<file path="src/rtl/cp0_regfile_pkg.sv">
// Shared definitions for the CP0 register file: exception type encodings
// driven by exception detection, CP0 register numbers, field positions,
// reset values and MTC0 write masks.
package cp0_regfile_pkg;

  typedef enum logic [31:0] {
    EXC_NOEXC = 32'h0000_0000,
    EXC_INT   = 32'h0000_0001,
    EXC_ADEL  = 32'h0000_0004,
    EXC_ADES  = 32'h0000_0005,
    EXC_SYS   = 32'h0000_0008,
    EXC_BP    = 32'h0000_0009,
    EXC_RI    = 32'h0000_000A,
    EXC_OV    = 32'h0000_000C,
    EXC_ERET  = 32'h0000_000E
  } exc_type_e;

  // CP0 register numbers
  localparam logic [4:0] CP0_BADVADDR = 5'd8;
  localparam logic [4:0] CP0_COUNT    = 5'd9;
  localparam logic [4:0] CP0_COMPARE  = 5'd11;
  localparam logic [4:0] CP0_STATUS   = 5'd12;
  localparam logic [4:0] CP0_CAUSE    = 5'd13;
  localparam logic [4:0] CP0_EPC      = 5'd14;
  localparam logic [4:0] CP0_PRID     = 5'd15;

  // Field positions
  localparam int unsigned STATUS_IE    = 0;
  localparam int unsigned STATUS_EXL   = 1;
  localparam int unsigned STATUS_IM_LO = 8;
  localparam int unsigned CAUSE_EXC_LO = 2;
  localparam int unsigned CAUSE_IP_LO  = 8;
  localparam int unsigned CAUSE_TI     = 30;
  localparam int unsigned CAUSE_BD     = 31;

  // Reset value and write masks
  localparam logic [31:0] STATUS_RESET = 32'h0040_0000;
  localparam logic [31:0] STATUS_WMASK = 32'h0000_FF03;
  localparam logic [31:0] CAUSE_WMASK  = 32'h0000_0300;

  function automatic logic [4:0] exc_code(input logic [31:0] exc_type);
    case (exc_type)
      EXC_INT:  exc_code = 5'd0;
      EXC_ADEL: exc_code = 5'd4;
      EXC_ADES: exc_code = 5'd5;
      EXC_SYS:  exc_code = 5'd8;
      EXC_BP:   exc_code = 5'd9;
      EXC_RI:   exc_code = 5'd10;
      EXC_OV:   exc_code = 5'd12;
      default:  exc_code = 5'd0;
    endcase
  endfunction

endpackage

</file>
<file path="src/rtl/cp0_regfile_timer.sv">
// CP0 Count/Compare timer.
// Ports: clk/rst (sync, active-high); count_we/compare_we with wdata load
// the registers (already qualified by the caller); count, compare and
// timer_int are the current register values.
module cp0_timer #(
  parameter bit COUNT_HALF_RATE = 1'b1
) (
  input  logic        clk,
  input  logic        rst,
  input  logic        count_we,
  input  logic        compare_we,
  input  logic [31:0] wdata,
  output logic [31:0] count,
  output logic [31:0] compare,
  output logic        timer_int
);

  logic toggle;

  always_ff @(posedge clk) begin
    if (rst) begin
      count     <= '0;
      compare   <= '0;
      timer_int <= 1'b0;
      toggle    <= 1'b0;
    end else begin
      // The toggle keeps its rhythm across Count writes.
      toggle <= ~toggle;

      if (count_we)
        count <= wdata;
      else if (!COUNT_HALF_RATE || toggle)
        count <= count + 32'd1;

      // A Compare write acknowledges the interrupt and beats a same-cycle match.
      if (compare_we) begin
        compare   <= wdata;
        timer_int <= 1'b0;
      end else if (count == compare) begin
        timer_int <= 1'b1;
      end
    end
  end

endmodule

</file>
<file path="src/rtl/cp0_regfile.sv">
// CP0 register file in the MEM stage: commits exceptions into
// Status/Cause/EPC/BadVAddr, services MTC0/MFC0 and hosts the timer.
// Ports: clk/rst (sync, active-high); we_i/waddr_i/wdata_i MTC0 write;
// raddr_i/rdata_o MFC0 read (combinational, with write bypass);
// ext_int_i hardware interrupts; except_type_i/pc_i/in_delayslot_i/
// badvaddr_i exception commit inputs; *_o current register values;
// timer_int_o is Cause.TI.
module cp0_regfile
  import cp0_regfile_pkg::*;
#(
  parameter logic [31:0] PRID_VALUE      = 32'h0000_4220,
  parameter bit          COUNT_HALF_RATE = 1'b1
) (
  input  logic        clk,
  input  logic        rst,
  input  logic        we_i,
  input  logic [4:0]  waddr_i,
  input  logic [31:0] wdata_i,
  input  logic [4:0]  raddr_i,
  output logic [31:0] rdata_o,
  input  logic [5:0]  ext_int_i,
  input  logic [31:0] except_type_i,
  input  logic [31:0] pc_i,
  input  logic        in_delayslot_i,
  input  logic [31:0] badvaddr_i,
  output logic [31:0] status_o,
  output logic [31:0] cause_o,
  output logic [31:0] epc_o,
  output logic [31:0] count_o,
  output logic [31:0] compare_o,
  output logic [31:0] badvaddr_o,
  output logic        timer_int_o
);

  logic [7:0]  im;
  logic        exl;
  logic        ie;
  logic        bd;
  logic [4:0]  exccode;
  logic [5:0]  ip_hw;
  logic [1:0]  ip_sw;
  logic [31:0] epc;
  logic [31:0] badvaddr;

  logic        exc_commit;
  logic        eret;
  logic        mtc0;
  logic        addr_err;
  logic        bypass;
  logic [31:0] status_wr;
  logic [31:0] cause_wr;

  assign exc_commit = (except_type_i != EXC_NOEXC) && (except_type_i != EXC_ERET);
  assign eret       = (except_type_i == EXC_ERET);
  // An exception or ERET in the same cycle swallows the MTC0 entirely.
  assign mtc0       = we_i && !exc_commit && !eret;
  assign addr_err   = (except_type_i == EXC_ADEL) || (except_type_i == EXC_ADES);

  cp0_timer #(
    .COUNT_HALF_RATE(COUNT_HALF_RATE)
  ) u_timer (
    .clk        (clk),
    .rst        (rst),
    .count_we   (mtc0 && (waddr_i == CP0_COUNT)),
    .compare_we (mtc0 && (waddr_i == CP0_COMPARE)),
    .wdata      (wdata_i),
    .count      (count_o),
    .compare    (compare_o),
    .timer_int  (timer_int_o)
  );

  always_ff @(posedge clk) begin
    if (rst) begin
      im       <= '0;
      exl      <= 1'b0;
      ie       <= 1'b0;
      bd       <= 1'b0;
      exccode  <= '0;
      ip_hw    <= '0;
      ip_sw    <= '0;
      epc      <= '0;
      badvaddr <= '0;
    end else begin
      ip_hw <= {ext_int_i[5] | timer_int_o, ext_int_i[4:0]};

      if (exc_commit) begin
        exl     <= 1'b1;
        exccode <= exc_code(except_type_i);
        // A nested exception keeps the original return point.
        if (!exl) begin
          bd  <= in_delayslot_i;
          epc <= in_delayslot_i ? (pc_i - 32'd4) : pc_i;
        end
        if (addr_err)
          badvaddr <= badvaddr_i;
      end else if (eret) begin
        exl <= 1'b0;
      end else if (mtc0) begin
        case (waddr_i)
          CP0_STATUS: begin
            im  <= wdata_i[STATUS_IM_LO +: 8];
            exl <= wdata_i[STATUS_EXL];
            ie  <= wdata_i[STATUS_IE];
          end
          CP0_CAUSE: ip_sw <= wdata_i[CAUSE_IP_LO +: 2];
          CP0_EPC:   epc   <= wdata_i;
          default: ;
        endcase
      end
    end
  end

  assign status_o   = STATUS_RESET | {16'h0, im, 6'h0, exl, ie};
  assign cause_o    = {bd, timer_int_o, 14'h0, ip_hw, ip_sw, 1'b0, exccode, 2'b00};
  assign epc_o      = epc;
  assign badvaddr_o = badvaddr;

  assign status_wr = (status_o & ~STATUS_WMASK) | (wdata_i & STATUS_WMASK);
  assign cause_wr  = (cause_o & ~CAUSE_WMASK) | (wdata_i & CAUSE_WMASK);
  assign bypass    = we_i && (waddr_i == raddr_i);

  always_comb begin
    rdata_o = '0;
    case (raddr_i)
      CP0_BADVADDR: rdata_o = badvaddr;
      CP0_COUNT:    rdata_o = bypass ? wdata_i : count_o;
      CP0_COMPARE:  rdata_o = bypass ? wdata_i : compare_o;
      CP0_STATUS:   rdata_o = bypass ? status_wr : status_o;
      CP0_CAUSE:    rdata_o = bypass ? cause_wr : cause_o;
      CP0_EPC:      rdata_o = bypass ? wdata_i : epc;
      CP0_PRID:     rdata_o = PRID_VALUE;
      default:      rdata_o = '0;
    endcase
  end

endmodule
</file>
<file path="config.mk">
export PLATFORM = sky130hd
export DESIGN_NAME = cp0_regfile
export DESIGN_NICKNAME = d
export VERILOG_FILES = /design/src/rtl/cp0_regfile_pkg.sv /design/src/rtl/cp0_regfile_timer.sv /design/src/rtl/cp0_regfile.sv
export SDC_FILE = /design/constraint.sdc
export NUM_CORES = 1
export LEC_CHECK = 0
export ABC_AREA = 1
export CAP_MARGIN = 30
export CORE_MARGIN = 3
export CORE_UTILIZATION = 35
export CTS_CLUSTER_SIZE = 10
export DETAILED_ROUTE_END_ITERATION = 10
export HOLD_SLACK_MARGIN = 0.08
export PLACE_DENSITY_LB_ADDON = 0.2
export SLEW_MARGIN = 15
export SYNTH_ARGS = -nofsm -noshare
export SYNTH_HDL_FRONTEND = slang
export SYNTH_SLANG_ARGS = --single-unit
export TNS_END_PERCENT = 20
</file>
<file path="constraint.sdc">
create_clock -name clk -period 2.95 [get_ports clk]
set_input_delay 0.295 -clock clk [delete_from_list [all_inputs] [get_ports clk]]
set_output_delay 0.295 -clock clk [all_outputs]
set_load 0.1 [all_outputs]
</file>
=== Word level (Yosys, flattened, before mapping) ===
Index checks and enable logic that the tools add are counted.
W data, S select, Z words.

* Register bits after elaboration: 154
* Input bits: 148

* Add/sub/neg operators: 2
* Equality and inequality tests: 24
* Multiplexer cells: 19
* Bitwise gates (word level): 6
* Reduce and logical (&&, ||, !) cells: 22

{| class="wikitable"
|+ Operators by type and width
! operator !! number
|-
| $mux W32 || 12
|-
| $pmux W32 S7 || 1
|-
| $eq A32 B4 Y1 const B || 5
|-
| $eq A32 B3 Y1 const B || 2
|-
| $eq A5 B4 Y1 const B || 12
|-
| $add A32 B1 Y32 const B || 1
|-
| $eq A32 B32 Y1 || 1
|-
| $ne A32 B4 Y1 const B || 1
|-
| $or A32 B10 Y32 || 1
|-
| $reduce_bool A32 Y1 || 1
|-
| $sub A32 B3 Y32 const B || 1
|-
| $pmux W4 S6 || 1
|-
| $mux W16 || 1
|-
| $reduce_and A4 Y1 || 3
|-
| $logic_and A1 B1 Y1 || 6
|-
| $reduce_and A2 Y1 || 3
|-
| $reduce_bool A2 Y1 || 3
|-
| $reduce_bool A3 Y1 || 2
|-
| $eq A5 B5 Y1 || 1
|-
| $mux W1 || 4
|-
| $ne A2 B2 Y1 const B || 2
|-
| $not A1 Y1 || 4
|-
| $logic_not A1 Y1 || 2
|-
| $reduce_or A2 Y1 || 1
|-
| other kinds (2) || 2
|}

=== Logic depth before layout (Yosys ltp) ===
Gate-level depths: netlist of run 1.

* Depth in word-level cells: 8
* Depth in mapped cells: 14
* Depth with buffers taken out: 14

=== Cells and area by module ===
From an unflattened synthesis of run 1, not the netlist that was laid out.

* Cells, all modules: 1792
* Area total of the unflattened synthesis: 10656.5 sq um

{| class="wikitable"
|+ By module, submodules not included
! module !! instances !! cells an instance !! area each (sq um) !! seq. area each (sq um)
|-
| cp0_regfile || 1 || 1221 || 6915.4 || 1741.7
|-
| cp0_timer || 1 || 571 || 3741.1 || 1321.3
|}

=== Worst setup path before layout of run 1 ===
OpenSTA, ideal clock, no wires.

* Path type: reg2out
* Start point: register u_timer.count[26]
* End point: output port rdata_o[26]
* Arrival time: 2951 ps
* Setup slack: -296 ps
* Cell stages (with the launch flop): 5
* Path buffers: 0
* Path through: dfxtp_1 -> inv_1 -> o22ai_1 -> a21oi_1 -> o211ai_1

* Longest elaborated chain between the ends: 2

{| class="wikitable"
|+ RTL lines
! element !! line !! RTL
|-
| start: declaration || cp0_regfile_timer.sv:13 || <nowiki>output logic [31:0] count,</nowiki>
|-
| start signal: assignment || cp0_regfile_timer.sv:31 || <nowiki>count <= wdata;</nowiki>
|-
| start signal: assignment || cp0_regfile_timer.sv:33 || <nowiki>count <= count + 32'd1;</nowiki>
|-
| $mux W32 || cp0_regfile.sv:126 || <nowiki>CP0_COUNT: rdata_o = bypass ? wdata_i : count_o;</nowiki>
|-
| $pmux W32 S7 || cp0_regfile.sv:124 || <nowiki>case (raddr_i)</nowiki>
|-
| end: declaration || cp0_regfile.sv:20 || <nowiki>output logic [31:0] rdata_o,</nowiki>
|}

No other way between the ends.

=== Worst setup path after layout of run 1 ===
* Start point: input port raddr_i[2]
* End point: output port rdata_o[9]

* Longest elaborated chain between the ends: 4
* Elaborated cells between the ends (all ways): 15
* Classes of those cells: eq/ne (8); mux (6); reduce/logical (1)

{| class="wikitable"
|+ RTL lines
! element !! line !! RTL
|-
| start: declaration || cp0_regfile.sv:19 || <nowiki>input logic [4:0] raddr_i,</nowiki>
|-
| $eq A5 B5 Y1 || cp0_regfile.sv:120 || <nowiki>assign bypass = we_i && (waddr_i == raddr_i);</nowiki>
|-
| $logic_and A1 B1 Y1 || cp0_regfile.sv:120 ||
|-
| $mux W32, or another cell as far along || cp0_regfile.sv:130 || <nowiki>CP0_EPC: rdata_o = bypass ? wdata_i : epc;</nowiki>
|-
| $pmux W32 S7 (*) || cp0_regfile.sv:124 ||
|}

Mark *: on every way between the ends. The rest lies on a longest branch, timed or not.

==> results_dict.tcl, run 1 <==
set metrics [dict create \
    core_area_mm2 0.0300 \
    wl_mm 53.5 \
    grt_pass1_wl_mm 78.9 \
    synth_area_mm2 0.0107 \
    required_ps 2650 \
    root_buffer "clkbuf_16" \
    fillCellCount 3151 \
    worstPathArrival_ps 2560 \
    path_max_fanout 10 \
    finClkSkew_ps 15.1 \
    max_slew.worst_pin.slew_ps 851 \
    dp_hpwl_mm 42.8 \
    die_w_um 181 \
    leakage_nw 6.54 \
    setup_tns_ps 0 \
    row_count 63 \
    rsz0062_at_grt "false" \
    die_area_mm2 0.0328 \
    cts_resized 0 \
    relSlewSlack_pct 42.7 \
    routed.top_layer "met4" \
    drc 0 \
    via_per_inst 5.39 \
    max-cap-violations 0 \
    start_kind "input port" \
    initial_core_util_pct 35.8 \
    numCtsBuffers 17 \
    timing.fmax_mhz 350 \
    mostFrequentLayoutCells "nand2_1 (486), nor2_1 (243), buf_4 (194)" \
    dr_wl_met3_mm 6.24 \
    final_common_cell "nand2_1" \
    rrSetupSlack_ps 810 \
    dp_slack_ps 105 \
    globalplace.congestion 1.01 \
    yosysUniqueCellTypes 45 \
    clockBufferDepth 2 \
    cpMostUsedCell "nand2_1" \
    cts_setup_buffers 0 \
    clk_pin_slew_ps 70 \
    cts.sinks 153 \
    cts_tree "built" \
    worstSetupPathType "input port to output port" \
    wl_met2_mm 23.6 \
    cp-end-kind "output port" \
    yosys_most_used_dff "dfxtp_1" \
    p_per_area_mw_per_mm2 387 \
    clkLatencyLatePin_ps 450 \
    grt_max_degree 66 \
    outcome "completed" \
    final_nets 2269 \
    syn_inst 1816 \
    drtIter0Drc 1691 \
    area_growth_pct 39.0 \
    drive_above_1_share_pct 14.3 \
    dr.pass1.iters 7 \
    routedWlPerCell_um 21.2 \
    fin_ws_ps 92.5 \
    ys_async_sr_fraction_pct 0 \
    ys_seq_area_share_pct 28.6 \
    postCtsHoldBufs 0 \
    die_y_um 181 \
    antenna_found_initial 0 \
    peakVddDrop_mv 0.427 \
    h-tree-depth 4 \
    postRouteAntennaNets 0 \
    antenna_cells 0 \
    finalMaxSlewViolations 0 \
    cp_slowest_cell "clkdlybuf4s50_1" \
    grt_use_total_pct 31.4 \
    synth.ff_latch_count 153 \
    grt_pass1_vias 12500 \
    num_vias 13600 \
    fin_crit_sh_pct 96.9 \
    min_path_type "input port to register" \
    finalHoldViolations 0 \
    pin_count 373 \
    grt-ovfl-total 0 \
    finalCriticalPeriod_ps 2860 \
    port_buffers 332 \
    wl_met1_mm 21.3 \
    synth_edf_count 0 \
    setup_viol_count_final 0 \
    cp_slowest_stage_delay_ps 610 \
    yosysWarnings 0 \
    path_cells "clkdlybuf4s50_1 > inv_1 > nor2_1 > nand2_1 > o22ai_1 > a21oi_1 > nand2_1 > nand2_1 > nand3b_1 > buf_12" \
    syn_area_per_cell_um2 5.91 \
]
==> final timing paths <==
check	cells past startpoint	startpoint	to
setup / recovery	10	raddr_i[2]	rdata_o[9]
hold / removal	3	ext_int_i[0]	ip_hw[0]
setup reg to reg	11	u_timer.count[1]	u_timer.count[28]
hold reg to reg	2	im[3]	im[3]
==> cells by family after synthesis <==
kind of cell	count (synthesis)	synth area share [%]
adder cells (fa/ha/maj)	2	0.233
AO/OA/AOI/OAI	288	14.5
other	2	0.0700
buffers and inverters	325	13.6
flip-flops	153	28.6
XOR/XNOR	25	2.04
AND/OR/NAND/NOR	1021	41.0
==> registers in the layout (all words and copies together) (netlist names) <==
name / cells
u_timer.compare: 32
im: 8
u_timer.toggle: 1
u_timer.timer_int: 1
u_timer.count: 32
exl: 1
ip_sw: 2
ie: 1
bd: 1
epc_o: 32
badvaddr_o: 32
exccode: 4
ip_hw: 6
==> cell usage after synthesis, types with 2 or more instances <==
cell | instances | share of area, %
nand2_1 | 487 | 17
nor2_1 | 244 | 8.5
inv_1 | 186 | 6.5
nand3_1 | 154 | 7.2
dfxtp_1 | 153 | 29
o21ai_0 | 120 | 5.6
a21oi_1 | 94 | 4.4
nand4_1 | 71 | 4.1
buf_4 | 52 | 3.6
clkbuf_1 | 46 | 1.6
nor3_1 | 35 | 1.6
buf_2 | 31 | 1.4
o21ai_1 | 26 | 1.2
o22ai_1 | 19 | 1.1
xor2_1 | 18 | 1.5
o211ai_1 | 11 | 0.77
o221ai_1 | 7 | 0.57
xnor2_1 | 7 | 0.57
inv_2 | 6 | 0.21
nor2_2 | 5 | 0.29
nand3b_1 | 4 | 0.28
nor4_1 | 4 | 0.23
buf_1 | 3 | 0.10
nand2_2 | 3 | 0.17
a211oi_1 | 2 | 0.14
a21oi_2 | 2 | 0.16
a22o_1 | 2 | 0.16
conb_1 | 2 | 0.070
ha_1 | 2 | 0.23
nand3_2 | 2 | 0.19
nand3_4 | 2 | 0.33
nor3_4 | 2 | 0.30
or2_2 | 2 | 0.12
==> per-stage QoR <==
stage	util, %	power, W	instance area [um2]	instances	hold slack [ps]
2_1_floorplan	-	0.00305	10900	1854	402
6_report	49.8	0.00577	14900	2522	385
3_3_place_gp	47.8	0.00355	14300	2489	455
3_5_place_dp	47.8	0.00355	14300	2489	459
4_1_cts	49.7	0.00577	14900	2521	369
5_1_grt	49.8	0.00592	14900	2522	386
==> power breakdown <==
group / leakage, nW / switching (W) / internal [W] / total (W)
Clock: 0.279 / 0.00112 / 0.00113 / 0.00225
Combinational: 5.01 / 0.000986 / 0.000364 / 0.00135
Sequential: 1.25 / 0.0000629 / 0.00211 / 0.00217
==> layer usage <==
metal / up-vias / GRT usage (%)
met5: - / 0
met4: 0 / 12.5
met3: 109 / 7.67
met2: 838 / 48.9
met1: 6185 / 41.8
li1: 6454 / -
==> cell type report <==
type / count / area, um2 / share of cell area [%]
clock buffer: 17 / 425 / 2.85
clock inverter: 15 / 154 / 1.03
inverter: 192 / 722 / 4.84
multi-input combinational: 1376 / 6360 / 42.6
sequential: 153 / 3080 / 20.6
tap: 390 / 488 / 3.27
timing repair buffer: 379 / 3690 / 24.7
==> worst max-delay path, delay by kind of cell <==
kind / cells / cell delay [ps]
compound gates: 2 / 370
buf+inv: 3 / 930
simple gates: 5 / 960
No activity file was read; power rests on OpenSTA's default activity.
==> run 2: changes to the inputs <==
==> constraint.sdc (replaced) <==
create_clock -name clk -period 2.4 [get_ports clk]
set_input_delay 0.24 -clock clk [delete_from_list [all_inputs] [get_ports clk]]
set_output_delay 0.24 -clock clk [all_outputs]
set_load 0.1 [all_outputs]
==> results_dict.tcl, run 2 (synthesis gave the netlist of run 1 again) <==
set metrics [dict create \
    drive_above_1_share_pct 19.4 \
    die_w_um 181 \
    fin_crit_sh_pct 99.0 \
    final_common_cell "nand2_1" \
    path_cells "dlygate4sd2_1 > buf_6 > inv_16 > nand2_8 > nor2_4 > nand2_2 > buf_4 > inv_2 > nand2_1 > o21ai_0 > a21oi_1 > o211ai_1 > buf_12" \
    path_max_fanout 7 \
    dp_hpwl_mm 45.1 \
    stdcell_area_mm2 0.0160 \
    clk_pin_slew_ps 70 \
    cp_slowest_cell "o211ai_1" \
    row_count 63 \
    setup_tns_ps 0 \
    h-tree-depth 4 \
    via_per_inst 5.31 \
    outcome "completed" \
    max_slew.worst_pin.slew_ps 501 \
    cp_slowest_stage_delay_ps 430 \
    rsz0062_at_grt "false" \
    grt_max_degree 69 \
    grt_pass1_vias 12900 \
    worstPathArrival_ps 2140 \
    postCtsHoldBufs 0 \
    fillCellCount 3102 \
    cts_tree "built" \
    clockBufferDepth 2 \
    final_nets 2370 \
    setup_viol_count_final 0 \
    grt_pass1_wl_mm 80.7 \
    antenna_found_initial 1 \
    drtIter0Drc 1638 \
    max-cap-violations 0 \
    pin_count 373 \
    finalMaxSlewViolations 0 \
    root_buffer "clkbuf_16" \
    dr.pass1.iters 6 \
    core_area_mm2 0.0300 \
    start_kind "input port" \
    wl_mm 55.4 \
    final_core_util_pct 53.4 \
    die_y_um 181 \
    worstSetupPathType "input port to output port" \
    leakage_nw 7.12 \
    finalHoldViolations 0 \
    clkLatencyLatePin_ps 440 \
    numCtsBuffers 17 \
    whs_ps 322 \
    finClkSkew_ps 14.4 \
    peakVddDrop_mv 0.452 \
    finalCriticalPeriod_ps 2380 \
    initial_core_util_pct 35.8 \
    grt-ovfl-total 0 \
    mostFrequentLayoutCells "nand2_1 (482), buf_4 (278), nor2_1 (238)" \
    globalplace.congestion 0.996 \
    die_area_mm2 0.0328 \
    cts.sinks 153 \
    multi_input_area_mm2 0.00648 \
    min_path_type "input port to register" \
    timing.fmax_mhz 421 \
    area_growth_pct 49.1 \
    cp-end-kind "output port" \
    p_per_area_mw_per_mm2 450 \
    seq_area_mm2 0.00310 \
    port_buffers 332 \
    placed_area_mm2 0.0153 \
    routedWlPerCell_um 21.1 \
    num_vias 13900 \
    required_ps 2160 \
    drc 0 \
    relSlewSlack_pct 66.5 \
    postRouteAntennaNets 0 \
    grt_use_total_pct 32.3 \
]
-- run 2: cell count changes in the layout (fill, tap and decap cells not counted), sizes merged, moves of 2 or more --
cell,change
clkinvlp,+3
clkinv,-2
clkdlybuf4s50,-10
buf,+99
dlygate4sd2,+9
-- run 2: routing by layer --
| metal | vias up | routed length (um) | GRT usage, % |
|---|---|---|---|
| met2 | 808 | 24200 | 49.7 |
| met1 | 6359 | 23300 | 43.8 |
| met3 | 107 | 5400 | 7.27 |
| met5 | - | 0 | 0 |
| li1 | 6653 | - | - |
| met4 | 0 | 2460 | 13.3 |
-- run 2: path summary, 6_finish.rpt --
kind / startpoint / endpoint / slack, ps / cells after the start
worst max-delay path: raddr_i[4] / rdata_o[7] / 20 / 13
worst min-delay path: ext_int_i[4] / ip_hw[4] / 320 / 3
worst max register to register: u_timer.count[0] / u_timer.count[18] / 290 / 13
worst min register to register: ie / ie / 490 / 2
-- run 2: final cells by class --
cell class / count / share of cell area, %
repair inverters: 1 / 0.0469
inverters: 192 / 4.66
clock buffers: 17 / 2.66
repair buffers: 479 / 28.7
well taps: 390 / 3.05
diodes: 1 / 0.0156
flip-flops and latches: 153 / 19.4
clock inverters: 15 / 0.970
multi-input cells: 1376 / 40.5
-- run 2: timing repair --
| action | in CTS | in global routing |
|---|---|---|
| setup buffers | 3 | 0 |
| gates cloned | 1 | 0 |
| pin swaps | 8 | 3 |
| setup endpoints to repair | 32 | 29 |
| resized for setup | 33 | 8 |
-- run 2: report_power, final --
group          switching (W)  internal [W]
logic                0.00125      0.000511
clock network        0.00130       0.00147
registers          0.0000806       0.00258
-- run 2: worst max-delay path: cells and delay by family --
family | cells | cell delay (ps)
AO/OA/AOI/OAI | 3 | 570
buffers and inverters | 6 | 990
AND/OR/NAND/NOR | 4 | 320
-- run 2: through the flow --
stage | std cells | worst slack, ps | power (W)
floorplan | 1854 | -389 | 0.00376
finish | 2624 | 24.7 | 0.00720
global placement | 2587 | -346 | 0.00445
global route | 2623 | 1.26 | 0.00739
CTS | 2623 | 40.0 | 0.00719
detailed placement | 2587 | -319 | 0.00445
==> run 3: changes to the inputs <==
--- a/config.mk
+++ b/config.mk
@@ -13,7 +13,7 @@
 export DETAILED_ROUTE_END_ITERATION = 10
 export HOLD_SLACK_MARGIN = 0.08
 export PLACE_DENSITY_LB_ADDON = 0.2
-export SLEW_MARGIN = 15
+export SLEW_MARGIN = 25
 export SYNTH_ARGS = -nofsm -noshare
 export SYNTH_HDL_FRONTEND = slang
 export SYNTH_SLANG_ARGS = --single-unit
==> results of run 3 <==
Same layout as run 2: the final DEF is identical, and so are final timing and power.
